## src/rtl/vcdl_delay_scan_ctrl.sv

```systemverilog
// VCDL IDELAY calibration sweep: scans taps 0..31, finds the first 0->1 majority edge.
// Define VCDL_SCAN_HIST_EN to add a per-tap ones-count histogram readable via hist_addr_i.
module vcdl_delay_scan_ctrl #(
   parameter int unsigned SETTLE_CYCLES = 16,
   parameter int unsigned NSAMPLES_LOG2 = 6,
   parameter int unsigned TAP_OFFSET    = 0
) (
   input  logic                     sysclk_i,
   input  logic                     rst_i,
   input  logic                     start_i,
   input  logic                     abort_i,
   input  logic                     fb_q_i,
   output logic [4:0]               delay_o,
   output logic                     load_o,
   output logic                     busy_o,
   output logic                     done_o,
   output logic                     found_o,
   output logic [4:0]               edge_tap_o,
   input  logic [4:0]               hist_addr_i,
   output logic [NSAMPLES_LOG2:0]   hist_data_o
);

   localparam int unsigned  CW          = NSAMPLES_LOG2 + 1;
   localparam logic [7:0]   SETTLE_LAST = 8'(SETTLE_CYCLES - 1);
   localparam logic [7:0]   SAMPLE_LAST = 8'((1 << NSAMPLES_LOG2) - 1);
   localparam logic [CW-1:0] HALF       = CW'(1 << (NSAMPLES_LOG2 - 1));
   localparam logic [5:0]   OFFSET      = 6'(TAP_OFFSET);

   typedef enum logic [2:0] {
      S_IDLE, S_LOAD, S_SETTLE, S_SAMPLE, S_EVAL, S_FINAL, S_ABORT, S_DONE
   } state_t;

   state_t        r_state, w_state_nxt;
   logic          r_fb_meta, r_fb_sync;
   logic [4:0]    r_tap, w_tap_nxt;
   logic [4:0]    r_delay, w_delay_nxt;
   logic [4:0]    r_restore, w_restore_nxt;
   logic [7:0]    r_cnt, w_cnt_nxt;
   logic [CW-1:0] r_ones, w_ones_nxt;
   logic          r_found, w_found_nxt;
   logic [4:0]    r_edge, w_edge_nxt;
   logic          r_prev_maj, w_prev_maj_nxt;
   logic          w_maj;
   logic          w_abort;
   logic          w_scan_start;
   logic [5:0]    w_final_sum;

   assign w_maj        = (r_ones > HALF);
   assign w_scan_start = (r_state == S_IDLE) && start_i && !abort_i;
   assign w_abort      = abort_i && ((r_state == S_LOAD) || (r_state == S_SETTLE) ||
                                     (r_state == S_SAMPLE) || (r_state == S_EVAL));

   always_comb begin
      w_state_nxt    = r_state;
      w_tap_nxt      = r_tap;
      w_delay_nxt    = r_delay;
      w_restore_nxt  = r_restore;
      w_cnt_nxt      = r_cnt;
      w_ones_nxt     = r_ones;
      w_found_nxt    = r_found;
      w_edge_nxt     = r_edge;
      w_prev_maj_nxt = r_prev_maj;
      w_final_sum    = '0;

      case (r_state)
         S_IDLE: begin
            if (w_scan_start) begin
               w_restore_nxt  = r_delay;
               w_found_nxt    = 1'b0;
               w_edge_nxt     = '0;
               w_prev_maj_nxt = 1'b0;
               w_tap_nxt      = '0;
               w_delay_nxt    = '0;
               w_state_nxt    = S_LOAD;
            end
         end
         S_LOAD: begin
            w_cnt_nxt   = '0;
            w_state_nxt = S_SETTLE;
         end
         S_SETTLE: begin
            if (r_cnt == SETTLE_LAST) begin
               w_cnt_nxt   = '0;
               w_ones_nxt  = '0;
               w_state_nxt = S_SAMPLE;
            end else begin
               w_cnt_nxt = r_cnt + 8'd1;
            end
         end
         S_SAMPLE: begin
            w_ones_nxt = r_ones + CW'(r_fb_sync);
            if (r_cnt == SAMPLE_LAST) begin
               w_state_nxt = S_EVAL;
            end else begin
               w_cnt_nxt = r_cnt + 8'd1;
            end
         end
         S_EVAL: begin
            if (w_maj && !r_prev_maj && (r_tap != 5'd0) && !r_found) begin
               w_found_nxt = 1'b1;
               w_edge_nxt  = r_tap;
            end
            w_prev_maj_nxt = w_maj;
            if (r_tap == 5'd31) begin
               // final value uses this cycle's edge result so an edge at tap 31 is honoured
               w_final_sum = {1'b0, w_edge_nxt} + OFFSET;
               w_delay_nxt = w_found_nxt ? (w_final_sum[5] ? 5'd31 : w_final_sum[4:0]) : r_restore;
               w_state_nxt = S_FINAL;
            end else begin
               w_tap_nxt   = r_tap + 5'd1;
               w_delay_nxt = r_tap + 5'd1;
               w_state_nxt = S_LOAD;
            end
         end
         S_FINAL: w_state_nxt = S_DONE;
         S_ABORT: w_state_nxt = S_DONE;
         S_DONE:  w_state_nxt = S_IDLE;
         default: w_state_nxt = S_IDLE;
      endcase

      if (w_abort) begin
         w_delay_nxt = r_restore;
         w_found_nxt = 1'b0;
         w_edge_nxt  = '0;
         w_state_nxt = S_ABORT;
      end
   end

   always_ff @(posedge sysclk_i or posedge rst_i) begin
      if (rst_i) begin
         r_state    <= S_IDLE;
         r_fb_meta  <= 1'b0;
         r_fb_sync  <= 1'b0;
         r_tap      <= '0;
         r_delay    <= '0;
         r_restore  <= '0;
         r_cnt      <= '0;
         r_ones     <= '0;
         r_found    <= 1'b0;
         r_edge     <= '0;
         r_prev_maj <= 1'b0;
      end else begin
         r_state    <= w_state_nxt;
         r_fb_meta  <= fb_q_i;
         r_fb_sync  <= r_fb_meta;
         r_tap      <= w_tap_nxt;
         r_delay    <= w_delay_nxt;
         r_restore  <= w_restore_nxt;
         r_cnt      <= w_cnt_nxt;
         r_ones     <= w_ones_nxt;
         r_found    <= w_found_nxt;
         r_edge     <= w_edge_nxt;
         r_prev_maj <= w_prev_maj_nxt;
      end
   end

   assign delay_o    = r_delay;
   assign load_o     = (r_state == S_LOAD) || (r_state == S_FINAL) || (r_state == S_ABORT);
   assign busy_o     = (r_state != S_IDLE) && (r_state != S_DONE);
   assign done_o     = (r_state == S_DONE);
   assign found_o    = r_found;
   assign edge_tap_o = r_edge;

`ifdef VCDL_SCAN_HIST_EN
   logic [CW-1:0] r_hist [32];

   always_ff @(posedge sysclk_i or posedge rst_i) begin
      if (rst_i) begin
         r_hist <= '{default: '0};
      end else if (w_scan_start) begin
         for (int unsigned i = 0; i < 32; i++) r_hist[i] <= '0;
      end else if (r_state == S_EVAL) begin
         r_hist[r_tap] <= r_ones;
      end
   end

   assign hist_data_o = r_hist[hist_addr_i];
`else
   logic w_unused_hist;
   assign w_unused_hist = ^hist_addr_i;
   assign hist_data_o   = '0;
`endif

endmodule
```

## config.mk

```make
export PLATFORM = sky130hd
export DESIGN_NAME = vcdl_delay_scan_ctrl
export DESIGN_NICKNAME = d
export VERILOG_FILES = /design/src/rtl/vcdl_delay_scan_ctrl.sv
export SDC_FILE = /design/constraint.sdc
export NUM_CORES = 1
export LEC_CHECK = 0
export BUFFER_PORTS_ARGS = -buffer_cell sky130_fd_sc_hd__buf_2
export CAP_MARGIN = 10
export CELL_PAD_IN_SITES_DETAIL_PLACEMENT = 1
export CELL_PAD_IN_SITES_GLOBAL_PLACEMENT = 2
export CORE_MARGIN = 1
export CORE_UTILIZATION = 39
export DETAILED_ROUTE_END_ITERATION = 8
export PLACE_DENSITY = 0.92
export SYNTH_ARGS = -nofsm -noshare
export SYNTH_HDL_FRONTEND = slang
export SYNTH_SLANG_ARGS = --single-unit
```

## constraint.sdc

```tcl
create_clock -name sysclk_i -period 2.8 [get_ports sysclk_i]
set_input_delay 0.14 -clock sysclk_i [delete_from_list [all_inputs] [get_ports sysclk_i]]
set_output_delay 0.14 -clock sysclk_i [all_outputs]
set_load 0.1 [all_outputs]
```

# ---- Word-level counts from Yosys, hierarchy flattened
# Cells that the tools add are included.
dict set report word_totals {
  reg_bits 42
  out_inout_bits 21
  wordCells 90
}
dict set report op_classes {
  n_addsub 3
  magnitude_cmp 1
  n_eq_ne 18
  mux 27
  n_reduce_logical 30
}
# operator count
set op_table {}
lappend op_table {{$mux 5} 7}
lappend op_table {{$pmux 5 s2} 3}
lappend op_table {{$pmux 8 s3} 1}
lappend op_table {{$pmux 3 s7} 1}
lappend op_table {{$mux 8} 2}
lappend op_table {{$mux 3} 5}
lappend op_table {{$pmux 7 s2} 1}
lappend op_table {{$eq 3x3->1 const B} 4}
lappend op_table {{$reduce_and 2->1} 5}
lappend op_table {{$reduce_bool 3->1} 3}
lappend op_table {{$add 8x1->8 const B} 1}
lappend op_table {{$eq 8x4->1 const B} 1}
lappend op_table {{$eq 8x6->1 const B} 1}
lappend op_table {{$add 7x1->7} 1}
lappend op_table {{$gt 7x6->1 const B} 1}
lappend op_table {{$logic_and 1x1->1} 7}
lappend op_table {{$mux 7} 1}
lappend op_table {{$eq 3x2->1 const B} 2}
lappend op_table {{$ne 2x2->1 const B} 3}
lappend op_table {{$ne 3x2->1 const B} 2}
lappend op_table {{$ne 3x3->1 const B} 2}
lappend op_table {{$reduce_and 3->1} 2}
lappend op_table {{$add 5x1->5 const B} 1}
lappend op_table {{$eq 5x5->1 const B} 1}
lappend op_table {{other kinds (10)} 21}

# ---- Longest topological paths before layout
# Gate-level depths: netlist of the first run.
dict set report logic_depth {
  word_depth 10
  depth_mapped 8
  mapped_depth_nobuf 7
}

# ---- Least setup slack after synthesis of the first run
# OpenSTA, ideal clock, no wires.
dict set report synth_timing {
  path_type {register to output}
  start {register r_state[0]}
  end {output port load_o}
  t_arrival_ns 2.852
  required_ns 2.660
  path_slack_ns -0.192
  path_stages_with_launch 4
  path_cell_list {dfrtp_1 clkbuf_1 inv_1 o21ai_0}
}
dict set report synth_via {
  elab_chain_len 3
  word_cells_on_any_way 5
}
# element line
set synth_lines {}
lappend synth_lines {{start: declaration} 33} ;# state_t r_state, w_state_nxt;
lappend synth_lines {{start signal: assignment} 143} ;# r_state <= w_state_nxt;
lappend synth_lines {{$eq 3x1->1 / $eq 3x3->1 (equally long branches)} 158} ;# assign load_o = (r_state == S_LOAD) || (r_state == S_FINAL) || (r_state == S_ABORT);
lappend synth_lines {{$logic_or 1x1->1} 158}
lappend synth_lines {{$logic_or 1x1->1 *} 158}
lappend synth_lines {{end: declaration} 14} ;# output logic load_o,
# Mark *: on every way between the ends. The rest lies on a longest branch, timed or not.

# ---- Worst setup path in the final report of the first run
dict set report layout_timing {
  start {register r_tap[0]}
  end {register r_delay[4], in the netlist delay_o[4]}
}
dict set report layout_via {
  elab_chain_len 9
  word_cells_on_any_way 12
}
# element line
set layout_lines {}
lappend layout_lines {{start: declaration} 35} ;# logic [4:0] r_tap, w_tap_nxt;
lappend layout_lines {{start signal: assignment} 146} ;# r_tap <= w_tap_nxt;
lappend layout_lines {{$reduce_bool 5->1} 99} ;# if (w_maj && !r_prev_maj && (r_tap != 5'd0) && !r_found) begin
lappend layout_lines {{$logic_and 1x1->1 (2 in a row)} 99}
lappend layout_lines {{$mux 1} 99}
lappend layout_lines {{$mux 1} 65} ;# case (r_state)
lappend layout_lines {{$mux 5} 107} ;# w_delay_nxt = w_found_nxt ? (w_final_sum[5] ? 5'd31 : w_final_sum[4:0]) : r_restore;
lappend layout_lines {{$mux 5 *} 104} ;# if (r_tap == 5'd31) begin
lappend layout_lines {{$pmux 5 s2 *} 65}
lappend layout_lines {{$mux 5 *} 121} ;# if (w_abort) begin
lappend layout_lines {{end signal: assignment} 147} ;# r_delay <= w_delay_nxt;
lappend layout_lines {{end: declaration} 36} ;# logic [4:0] r_delay, w_delay_nxt;
# Mark *: on every way between the ends. The rest lies on a longest branch, timed or not. The select of a mux whose other input is x is not followed.
# A chain may end at the register's enable or synchronous reset.

==> impl_results.md, run 1 <==
- Status: complete, but fails checks
- Failing checks: negative hold slack
- Post-DP HPWL: 3.843 mm
- Via/cell ratio: 5.709
- Max frequency: ~450 MHz
- Setup WS pre-CTS: 0.6131 ns
- Initial antenna violation count: 0
- Total gr overflow: 0
- Final setup viols: 0
- Async SR Flop Fraction: 100.0%
- Fin. Hold Viols: 23
- Final Cycle Share: between 80% and 90%
- Nets@finish: about 270
- Fillers: 692
- Critical Path AT: 2.40 ns
- Die area: 6428 sq um
- CTS Buf Count: 5
- CTS H-tree depth: 2
- IO Port Bufs: 18
- Post-cts gate resize count: 0
- Mapped Area: 2384 sq um
- First-pass GRT wire length: 9.370 mm
- Total power draw: 0.002567 W
- Fin crit period: 2.243 ns
- Max IR drop VDD: 552.6 uV
- WL/cell: 16.93 um
- Final Skew: 0.009138 ns
- Top FF cell, synth: dfrtp_1
- Max-slew headroom: 48.45%
- Worst-path fanout max: 13
- WHS: -0.02041 ns
- Clk buf depth: 2
- CP Launch Type: register
- Required @ worst endpoint: between 2 and 3 ns
- Initial core utilization: 40.26%
- Post-CTS Setup Bufs: 0
- DRC: 0
- Post-Syn Instances: 240
- Routability cong.: around 0.74
- Clk sinks: 42
- Crit Reg-Reg Startpoint: r_tap[0]$_DFFE_PP0P_
- Antenna Cells: 0
- Largest net degree at the start of global routing: 43
- Core Region: 5921 sq um
- Starting DRC count in detailed routing: 104
- EDFF count, synth: 0
- Power Density: 985.6 nW/um^2
- CP endpoint kind: register
- Synth warn: 0
- Core Rows: 28
- I/O Pins: 31
- Width of the die: 80.18 um
- Share of layout cells above drive strength 1: 18.60%
- Drt total wl: 5.638 mm
- RSZ-0062 raised after global routing: no
- Kind of critical path: register to register
- CTS Root Cell: clkbuf_8
- Number of global-route vias before repair: 1901
- Router iterations before antenna repair: 4
- Tot GR Track Use: 19.01%
- Max Cap Violations: 0
- Commonest non-fill, non-tap cells in the layout: dfrtp_1, o21ai_0, buf_2
- Worst setup margin: 0.5570 ns
- Commonest non-fill, non-tap cell in the layout: dfrtp_1
- Final Max Slew Viols: 0
- Worst hold path type: input port to async pin
- Post-synthesis sequential element count: 42
- DIE HEIGHT: between 80 and 90 um
- Pleak: 1.203 nW
- Crit path from: r_tap[0]$_DFFE_PP0P_
- CTS tree: built
- Reg clk slew, reported paths: 0.08 ns
- Least-Margin Pin Slew: 0.7648 ns
- Sequential fraction of the synthesis area: between 40% and 50%
- Setup TNS: 0 ns
- Yosys cell types: 55
- Area growth from synthesis to layout: 9.291%
- Vias: between 1500 and 2000
- Antenna Nets Post-Route: 0
- Worst-Skew Late Latency: just under 0.3 ns
- Syn Area/Cell: 9.931 sq um
[critical path, cell delays in order (launching register included)]
cell and delay [ns]:
dfrtp_1 0.45, ha_1 0.29, and3_1 0.21, ha_1 0.35, o21ai_0 0.30, a21oi_1 0.10
a221oi_1 0.30, o31ai_1 0.12
[repair_timing]
item | 4_1_cts | 5_1_grt
endpoints found under the setup margin | 0 | 0
hold buffers | 1 | 0
endpoints found under the hold margin | 1 | 0
[per-layer routing]
layer  wire (um)  up-vias  global-route usage, %  part of all wire (%)
met2        2800       35                  32.56                    50
met5           0        -                      0                     0
li1            -      914                      -                     -
met1        2603      947                  24.07                    46
met3         171        5                  3.750                   3.0
met4          63        0                  5.536                   1.1
[state kept, by name, summed over array words and instances, names as in the netlist]
name and cells:
delay_o 5, r_cnt 8, edge_tap_o 5, r_restore 5, r_fb_sync 1, r_ones 7, r_tap 5, r_prev_maj 1
r_fb_meta 1, found_o 1, r_state 3
[path summary, 6_finish.rpt]
check | end | slack, ns | depth (start not counted)
hold / removal | r_ones[3]$_DFFE_PP0P_ | -0.02 | 3
max in group asynchronous | edge_tap_o[1]$_DFFE_PP0P_ | 2.43 | 3
min in group sysclk_i | r_state[1]$_DFFE_PP0P_ | 0.23 | 3
hold reg to reg | r_fb_sync$_DFF_PP0_ | 0.35 | 0
setup reg to reg | delay_o[4]$_DFFE_PP0P_ | 0.56 | 7
setup / recovery | delay_o[4]$_DFFE_PP0P_ | 0.56 | 7
[cell families after synthesis]
| logic type | count (synthesis) | share of synthesized area [%] |
|---|---|---|
| adders and majority gates | 6 | 3.150 |
| DFF | 42 | 44.09 |
| buffers and inverters | 24 | 6.719 |
| muxes | 11 | 4.934 |
| other | 1 | 0.1573 |
| xor gates and xnor gates | 2 | 0.7350 |
| AOI/OAI and AO/OA | 76 | 21.94 |
| and+or+nand+nor | 78 | 18.27 |
[Yosys cell counts (all sizes together), types with 2 or more instances]
master,n,share of area (%)
dfrtp,42,44
a21o,2,0.63
a32o,2,0.84
mux2i,5,2.1
nor4b,2,1.0
and3,6,1.6
buf,10,3.1
mux2,6,2.8
a221oi,4,1.5
nor3,7,1.9
nor2b,7,1.8
a22o,9,3.4
o221ai,2,0.74
nor2,14,2.3
a31oi,2,0.52
nand3,8,1.7
a31o,2,0.74
or2,6,1.6
or3,2,0.52
o31ai,12,3.8
clkbuf,6,0.94
nand2b,3,0.79
a21oi,8,1.7
or4,2,0.79
inv,6,0.94
o21ai,26,5.5
a21boi,2,0.63
nand2,16,2.5
ha,6,3.1
[stage by stage]
stage                     hold slack (ns)  instance area (sq um)  std cells  utilization (%)
final                            -0.02041                   2605        333            44.00
after global routing              0.05101                   2605        333            44.00
after CTS                        0.002561                   2605        333            44.00
after detailed placement           0.2525                   2482        325            41.93
after global placement             0.2491                   2482        325            41.93
after floorplan                    0.1714                   2406        246                -
[area by class of cell]
class	instances	area, sq um	area share (%)
multi-input cells	180	1195	45.87
clock inverters	1	30.03	1.153
flip-flops and latches	42	1051	40.35
well taps	75	93.84	3.602
clock buffers	6	82.58	3.170
inverters	6	22.52	0.8646
repair buffers	23	130.1	4.995
[report_power, final]
group / switching (W) / internal, W / leakage, nW
registers: 0.000181 / 0.000724 / 0.560
logic: 0.000822 / 0.000352 / 0.585
clock network: 0.000203 / 0.000285 / 0.0573
No activity file was read; power rests on OpenSTA's default activity.
==> run 2: changes to the inputs <==
--- a/config.mk
+++ b/config.mk
@@ -10,9 +10,9 @@
 export CELL_PAD_IN_SITES_DETAIL_PLACEMENT = 1
 export CELL_PAD_IN_SITES_GLOBAL_PLACEMENT = 2
 export CORE_MARGIN = 1
-export CORE_UTILIZATION = 39
+export CORE_UTILIZATION = 33
 export DETAILED_ROUTE_END_ITERATION = 8
-export PLACE_DENSITY = 0.92
+export PLACE_DENSITY = 0.84
 export SYNTH_ARGS = -nofsm -noshare
 export SYNTH_HDL_FRONTEND = slang
 export SYNTH_SLANG_ARGS = --single-unit
==> constraint.sdc (replaced) <==
create_clock -name sysclk_i -period 1.9 [get_ports sysclk_i]
set_input_delay 0.095 -clock sysclk_i [delete_from_list [all_inputs] [get_ports sysclk_i]]
set_output_delay 0.095 -clock sysclk_i [all_outputs]
set_load 0.1 [all_outputs]
==> impl_results.md, run 2 (synthesized netlist as in run 1, its figures left out) <==
- RSZ-0062 raised after global routing: yes
- Nets@finish: 309 (+13%)
- Reg clk slew, reported paths: 0.08 ns (about the same)
- Share of layout cells above drive strength 1: 36.05% (+17 points)
- DRC: 0 (unchanged)
- CTS Buf Count: 5 (unchanged)
- Fin. Hold Viols: 0 (-100%)
- Clk buf depth: 2 (unchanged)
- Least-Margin Pin Slew: 0.5642 ns (-0.2006 ns)
- CTS H-tree depth: 2 (unchanged)
- Via/cell ratio: 5.277 (-7.6%)
- Critical Path AT: 2.04 ns (-0.36 ns)
- Routability cong.: 0.7329 (-1.4%)
- Final Max Slew Viols: 0 (unchanged)
- Starting DRC count in detailed routing: 93 (-11%)
- Core Region: 6869 sq um (+16%)
- Number of global-route vias before repair: 2175 (+14%)
- Reg with most FFs: r_cnt
- CP Launch Type: register
- Kind of critical path: register to register
- WL/cell: 16.33 um (-3.5%)
- Total gr overflow: 0 (unchanged)
- Max reg flops: 8 (unchanged)
- Switching share of power: 47.03% (+0.065 points)
- R2R setup slack: 0.05 ns (-0.51 ns)
- Worst-Skew Late Latency: 0.30 ns (about the same)
- Initial core utilization: 34.70% (-5.6 points)
- Largest net degree at the start of global routing: 43 (unchanged)
- Required @ worst endpoint: 2.09 ns (-0.87 ns)
- Area growth from synthesis to layout: 26.56%
- CTS tree: built
- Max Cap Violations: 0 (unchanged)
- Vias: 2058 (+8.3%)
- Drt total wl: 6.369 mm (+13%)
- Power Density: 1382 nW/um^2 (+40%)
- Pleak: 1.401 nW (+16%)
- Worst setup margin: 0.04881 ns (-0.5082 ns)
- I/O Pins: 31 (unchanged)
- Width of the die: 86.99 um (+8.5%)
- Reg area: 1054 sq um (+0.24%)
- Clk sinks: 42 (unchanged)
- Max IR drop VDD: 428.7 uV (-22%)
- CP endpoint kind: register
- Status: completed
- Initial antenna violation count: 0 (unchanged)
- Multi-input combinational cell area: 1331 sq um (+11%)
- Sequential power share: 30.6% (-4.7 points)
- Hold EP: r_state[1]$_DFFE_PP0P_
- First-pass GRT wire length: 10.59 mm (+13%)
- Fin crit period: 1.851 ns (-0.3918 ns)
- Final Skew: 0.01003 ns (+0.0008921 ns)
- Tot GR Track Use: 17.99% (-1.0 points)
- Max frequency: 540.2 MHz (+21%)
- Antenna Cells: 0 (unchanged)
- Combinational Power Share: 55.0% (+9.3 points)
- Internal power: 0.002208 W (+62%)
- Fillers: 785 (+13%)
- R2R depth: 6 (-1)
- Final Cycle Share: 97.43% (+17 points)
- Worst hold path type: input port to register
- Reg2reg end: edge_tap_o[3]$_DFFE_PP0P_
- Core Rows: 30 (+7.1%)
- Antenna Nets Post-Route: 0 (unchanged)
- Die area: 7566 sq um (+18%)
- Final setup viols: 0 (unchanged)
- Worst-path fanout max: 5 (-8)
- Commonest non-fill, non-tap cell in the layout: dfrtp_1
- Commonest non-fill, non-tap cells in the layout: dfrtp_1, buf_4, buf_2
- Hold Crit Start: abort_i
- Number of cells on the worst hold path: 3
- WHS: 0.1521 ns (+0.1725 ns)
- Psw: 0.001960 W (+63%)
- Post-DP HPWL: 4.486 mm (+17%)
- Largest regs: r_cnt (8), r_ones (7)
- DIE HEIGHT: 86.99 um (+8.5%)
- Router iterations before antenna repair: 4 (unchanged)
- CTS Root Cell: clkbuf_8
- Setup WS pre-CTS: -0.1017 ns (-0.7148 ns)
- IO Port Bufs: 18 (unchanged)
- Max-slew headroom: 62.39% (+14 points)
- Crit Reg-Reg Startpoint: r_tap[1]$_DFFE_PP0P_
- Clock Power Share: 14.4% (-4.6 points)
==> run 2: cell types whose count changed in the layout (fill, tap and decap cells not counted), sizes merged <==
cell | before | now
buf | 22 | 55
clkbuf | 6 | 8
bufinv | 1 | 0
clkinv | 0 | 1
dlygate4sd3 | 1 | 2
==> run 2: what timing repair did <==
action,in CTS,in global routing
setup buffers,1,1
hold endpoints to repair,43,0
hold buffers,2,0
gates resized for setup,8,28
cloned,0,0
setup endpoints to repair,16,22
pin swaps,1,7
==> run 2: power by group through the flow <==
stage / registers [W] / clock network, W / logic, W
after detailed placement: 0.00128 / 0 / 0.00209
after CTS: 0.00126 / 0.000629 / 0.00214
after global placement: 0.00126 / 0 / 0.00204
final: 0.00128 / 0.000599 / 0.00229
after global routing: 0.00131 / 0.000655 / 0.00248
after floorplan: 0.00143 / 0 / 0.00133
==> run 2: worst max path at each step <==
stage	start	to	depth (start not counted)
finish	r_tap[1]$_DFFE_PP0P_	edge_tap_o[3]$_DFFE_PP0P_	6
global route	r_cnt[0]$_DFFE_PP0P_	r_ones[4]$_DFFE_PP0P_	7
CTS	r_tap[0]$_DFFE_PP0P_	edge_tap_o[0]$_DFFE_PP0P_	6
detailed placement	r_tap[0]$_DFFE_PP0P_	delay_o[3]$_DFFE_PP0P_	7
global placement	r_tap[0]$_DFFE_PP0P_	delay_o[3]$_DFFE_PP0P_	7
floorplan	r_tap[0]$_DFFE_PP0P_	delay_o[1]$_DFFE_PP0P_	8
==> run 2: metal layers <==
metal,up-vias,routed length (um),GRT usage [%]
met2,35,3183,31.50
met4,0,154,7.273
met1,1026,2879,22.16
met3,15,152,2.559
li1,982,-,-
met5,-,0,0
==> run 2: cell type report <==
cell class	instances	area share, %
Clock inverter	1	0.1659
Multi-Input combinational cell	180	44.13
Sequential cell	42	34.92
Tap cell	96	3.982
Clock buffer	7	2.862
Inverter	6	0.7466
Timing Repair Buffer	58	13.19
==> run 2: per-stage QoR <==
step           cells   TNS, ns  utilization (%)  power (W)  cell area, sq um
3_3_place_gp     378  -0.06271            40.22   0.003296              2763
2_1_floorplan    246         0                -   0.002753              2420
5_1_grt          390   -0.1939            43.92   0.004437              3017
6_report         390         0            43.92   0.004168              3017
3_5_place_dp     378   -0.5962            40.22   0.003364              2763
4_1_cts          389         0            42.17   0.004026              2897
==> run 2: critical path, cell delays in order (launching register included) <==
cell and delay [ns]:
dfrtp_1 0.38, inv_1 0.10, ha_4 0.16, nor4b_4 0.13
or4_4 0.54, a21o_4 0.25, a22o_1 0.19
==> run 3: changes to the inputs <==
--- a/config.mk
+++ b/config.mk
@@ -9,10 +9,11 @@
 export CAP_MARGIN = 10
 export CELL_PAD_IN_SITES_DETAIL_PLACEMENT = 1
 export CELL_PAD_IN_SITES_GLOBAL_PLACEMENT = 2
+export CORE_ASPECT_RATIO = 0.8
 export CORE_MARGIN = 1
-export CORE_UTILIZATION = 33
+export CORE_UTILIZATION = 25
 export DETAILED_ROUTE_END_ITERATION = 8
-export PLACE_DENSITY = 0.84
+export PLACE_DENSITY = 0.68
 export SYNTH_ARGS = -nofsm -noshare
 export SYNTH_HDL_FRONTEND = slang
 export SYNTH_SLANG_ARGS = --single-unit
==> impl_results.md, run 3 (synthesized netlist as in run 1, its figures left out) <==
- Hold EP: r_state[1]$_DFFE_PP0P_
- Crit Reg-Reg Startpoint: r_tap[1]$_DFFE_PP0P_
- Pleak: 1.418 nW (+1.2%)
- Final setup viols: 0 (unchanged)
- Reg clk slew, reported paths: 0.07 ns (about the same)
- Hold Crit Start: abort_i
- Worst hold path type: input port to register
- Nets@finish: 308 (-0.32%)
- Power Density: 1468 nW/um^2 (+6.3%)
- First-pass GRT wire length: 10.75 mm (+1.5%)
- Number of cells on the worst hold path: 3 (unchanged)
- Die area: 9931 sq um (+31%)
- Tot GR Track Use: 13.83% (-4.2 points)
- Failing checks: design-rule violations
- Clk sinks: 42 (unchanged)
- DRC: 6 (+6)
- Final Max Slew Viols: 0 (unchanged)
- WL/cell: 15.58 um (-4.6%)
- Share of layout cells above drive strength 1: 35.49% (-0.56 points)
- CTS Root Cell: clkbuf_16
- Max-slew headroom: 62.00% (-0.38 points)
- Commonest non-fill, non-tap cell in the layout: dfrtp_1
- Via/cell ratio: 4.971 (-5.8%)
- Reg2reg end: edge_tap_o[4]$_DFFE_PP0P_
- Reg area: 1052 sq um (-0.12%)
- Max IR drop VDD: 582.7 uV (+36%)
- Post-DP HPWL: 4.562 mm (+1.7%)
- R2R setup slack: 0.04 ns (about the same)
- CP endpoint kind: register
- Routability cong.: 0.7649 (+4.4%)
- Final Skew: 0.009393 ns (-0.0006374 ns)
- Worst-path fanout max: 5 (unchanged)
- Placed cells: 396 (+4.8%)
- Antenna Nets Post-Route: 0 (unchanged)
- Reg with most FFs: r_cnt
- Drt total wl: 6.355 mm (-0.22%)
- Largest regs: r_cnt (8), r_ones (7)
- Critical Path AT: 2.03 ns (about the same)
- Width of the die: 111.2 um (+28%)
- Multi-input combinational cell area: 1301 sq um (-2.3%)
- Initial antenna violation count: 0 (unchanged)
- Total power draw: 0.004542 W (+9.0%)
- R2R depth: 6 (unchanged)
- Core Region: 9154 sq um (+33%)
- Max Cap Violations: 0 (unchanged)
- Largest net degree at the start of global routing: 43 (unchanged)
- Worst-Skew Late Latency: 0.29 ns (about the same)
- Fin cells: 408 (+4.6%)
- RSZ-0062 raised after global routing: yes
- Core Rows: 31 (+3.3%)
- CTS H-tree depth: 2 (unchanged)
- Status: complete, but fails checks
- CTS tree: built
- Number of global-route vias before repair: 2111 (-2.9%)
- Required @ worst endpoint: 2.07 ns (-0.02 ns)
- Router iterations before antenna repair: 6 (+2)
- IO Port Bufs: 18 (unchanged)
- Vias: 2028 (-1.5%)
- Area growth from synthesis to layout: 29.76%
- CP Launch Type: register
- Clk buf depth: 2 (unchanged)
- Fin crit period: 1.858 ns (+0.006520 ns)
- Kind of critical path: register to register
- CTS Buf Count: 5 (unchanged)
- DIE HEIGHT: 89.34 um (+2.7%)
- Final Cycle Share: 97.77% (+0.34 points)
- Least-Margin Pin Slew: 0.5700 ns (+0.005764 ns)
- Starting DRC count in detailed routing: 55 (-41%)
- Fillers: 1055 (+34%)
- Commonest non-fill, non-tap cells in the layout: dfrtp_1, buf_4, buf_2
- Antenna Cells: 0 (unchanged)
- Max reg flops: 8 (unchanged)
- Max frequency: 538.3 MHz (-0.35%)
- I/O Pins: 31 (unchanged)
- Fin. Hold Viols: 0 (unchanged)
- Total gr overflow: 0 (unchanged)
- Initial core utilization: 26.04% (-8.7 points)
[run 3: layout make-up]
type / instances / area share (%)
tap: 115 / 4.652
clock inverter: 2 / 1.214
timing repair buffer: 57 / 13.15
clock buffer: 6 / 4.167
inverter: 6 / 0.7282
multi-input combinational: 180 / 42.07
sequential: 42 / 34.02
[run 3: worst max path at each step]
stage / start / endpoint
3_5_place_dp: r_tap[0]$_DFFE_PP0P_ / delay_o[3]$_DFFE_PP0P_
3_3_place_gp: r_tap[1]$_DFFE_PP0P_ / delay_o[3]$_DFFE_PP0P_
4_1_cts: r_tap[0]$_DFFE_PP0P_ / delay_o[0]$_DFFE_PP0P_
2_1_floorplan: r_tap[0]$_DFFE_PP0P_ / delay_o[1]$_DFFE_PP0P_
6_report: r_tap[1]$_DFFE_PP0P_ / edge_tap_o[4]$_DFFE_PP0P_
5_1_grt: r_ones[0]$_DFFE_PP0P_ / delay_o[0]$_DFFE_PP0P_
[run 3: metal layers]
metal,global-route usage (%),routed length [um]
met5,0,0
met3,2.441,227
met4,5.283,84
met2,22.22,2792
met1,18.76,3251
[run 3: repair_timing]
action / 4_1_cts / 5_1_grt
gates cloned: 0 / 0
hold buffers: 2 / 0
pin swaps: 4 / 5
setup endpoints to repair: 15 / 24
buffers inserted: 1 / 1
hold endpoints to repair: 43 / 0
resized for setup: 9 / 23
[run 3: power by group]
group / internal (W) / switching (W) / total, W / leakage (nW)
Sequential: 0.00107 / 0.000176 / 0.00125 / 0.559
Clock: 0.000621 / 0.000369 / 0.000990 / 0.0771
Combinational: 0.000866 / 0.00144 / 0.00231 / 0.782
[run 3: per-stage QoR]
step / cell area [sq um] / hold slack [ns] / worst slack, ns / TNS, ns / utilization, %
floorplan: 2420 / 0.1264 / 0.01530 / 0 / -
global placement: 2794 / 0.2098 / -0.07961 / -0.2150 / 30.52
detailed placement: 2794 / 0.2064 / -0.1065 / -0.5088 / 30.52
CTS: 3014 / 0.1424 / 0.009474 / 0 / 32.93
global route: 3093 / 0.1740 / -0.007477 / -0.01344 / 33.79
finish: 3093 / 0.1461 / 0.04229 / 0 / 33.79
[run 3: worst max-delay path, stage by stage (launching register included)]
cell     delay, ns
dfrtp_1       0.39
inv_1         0.06
ha_2          0.18
nor4b_4       0.13
or4_4         0.54
a21o_4        0.25
a22o_1        0.20
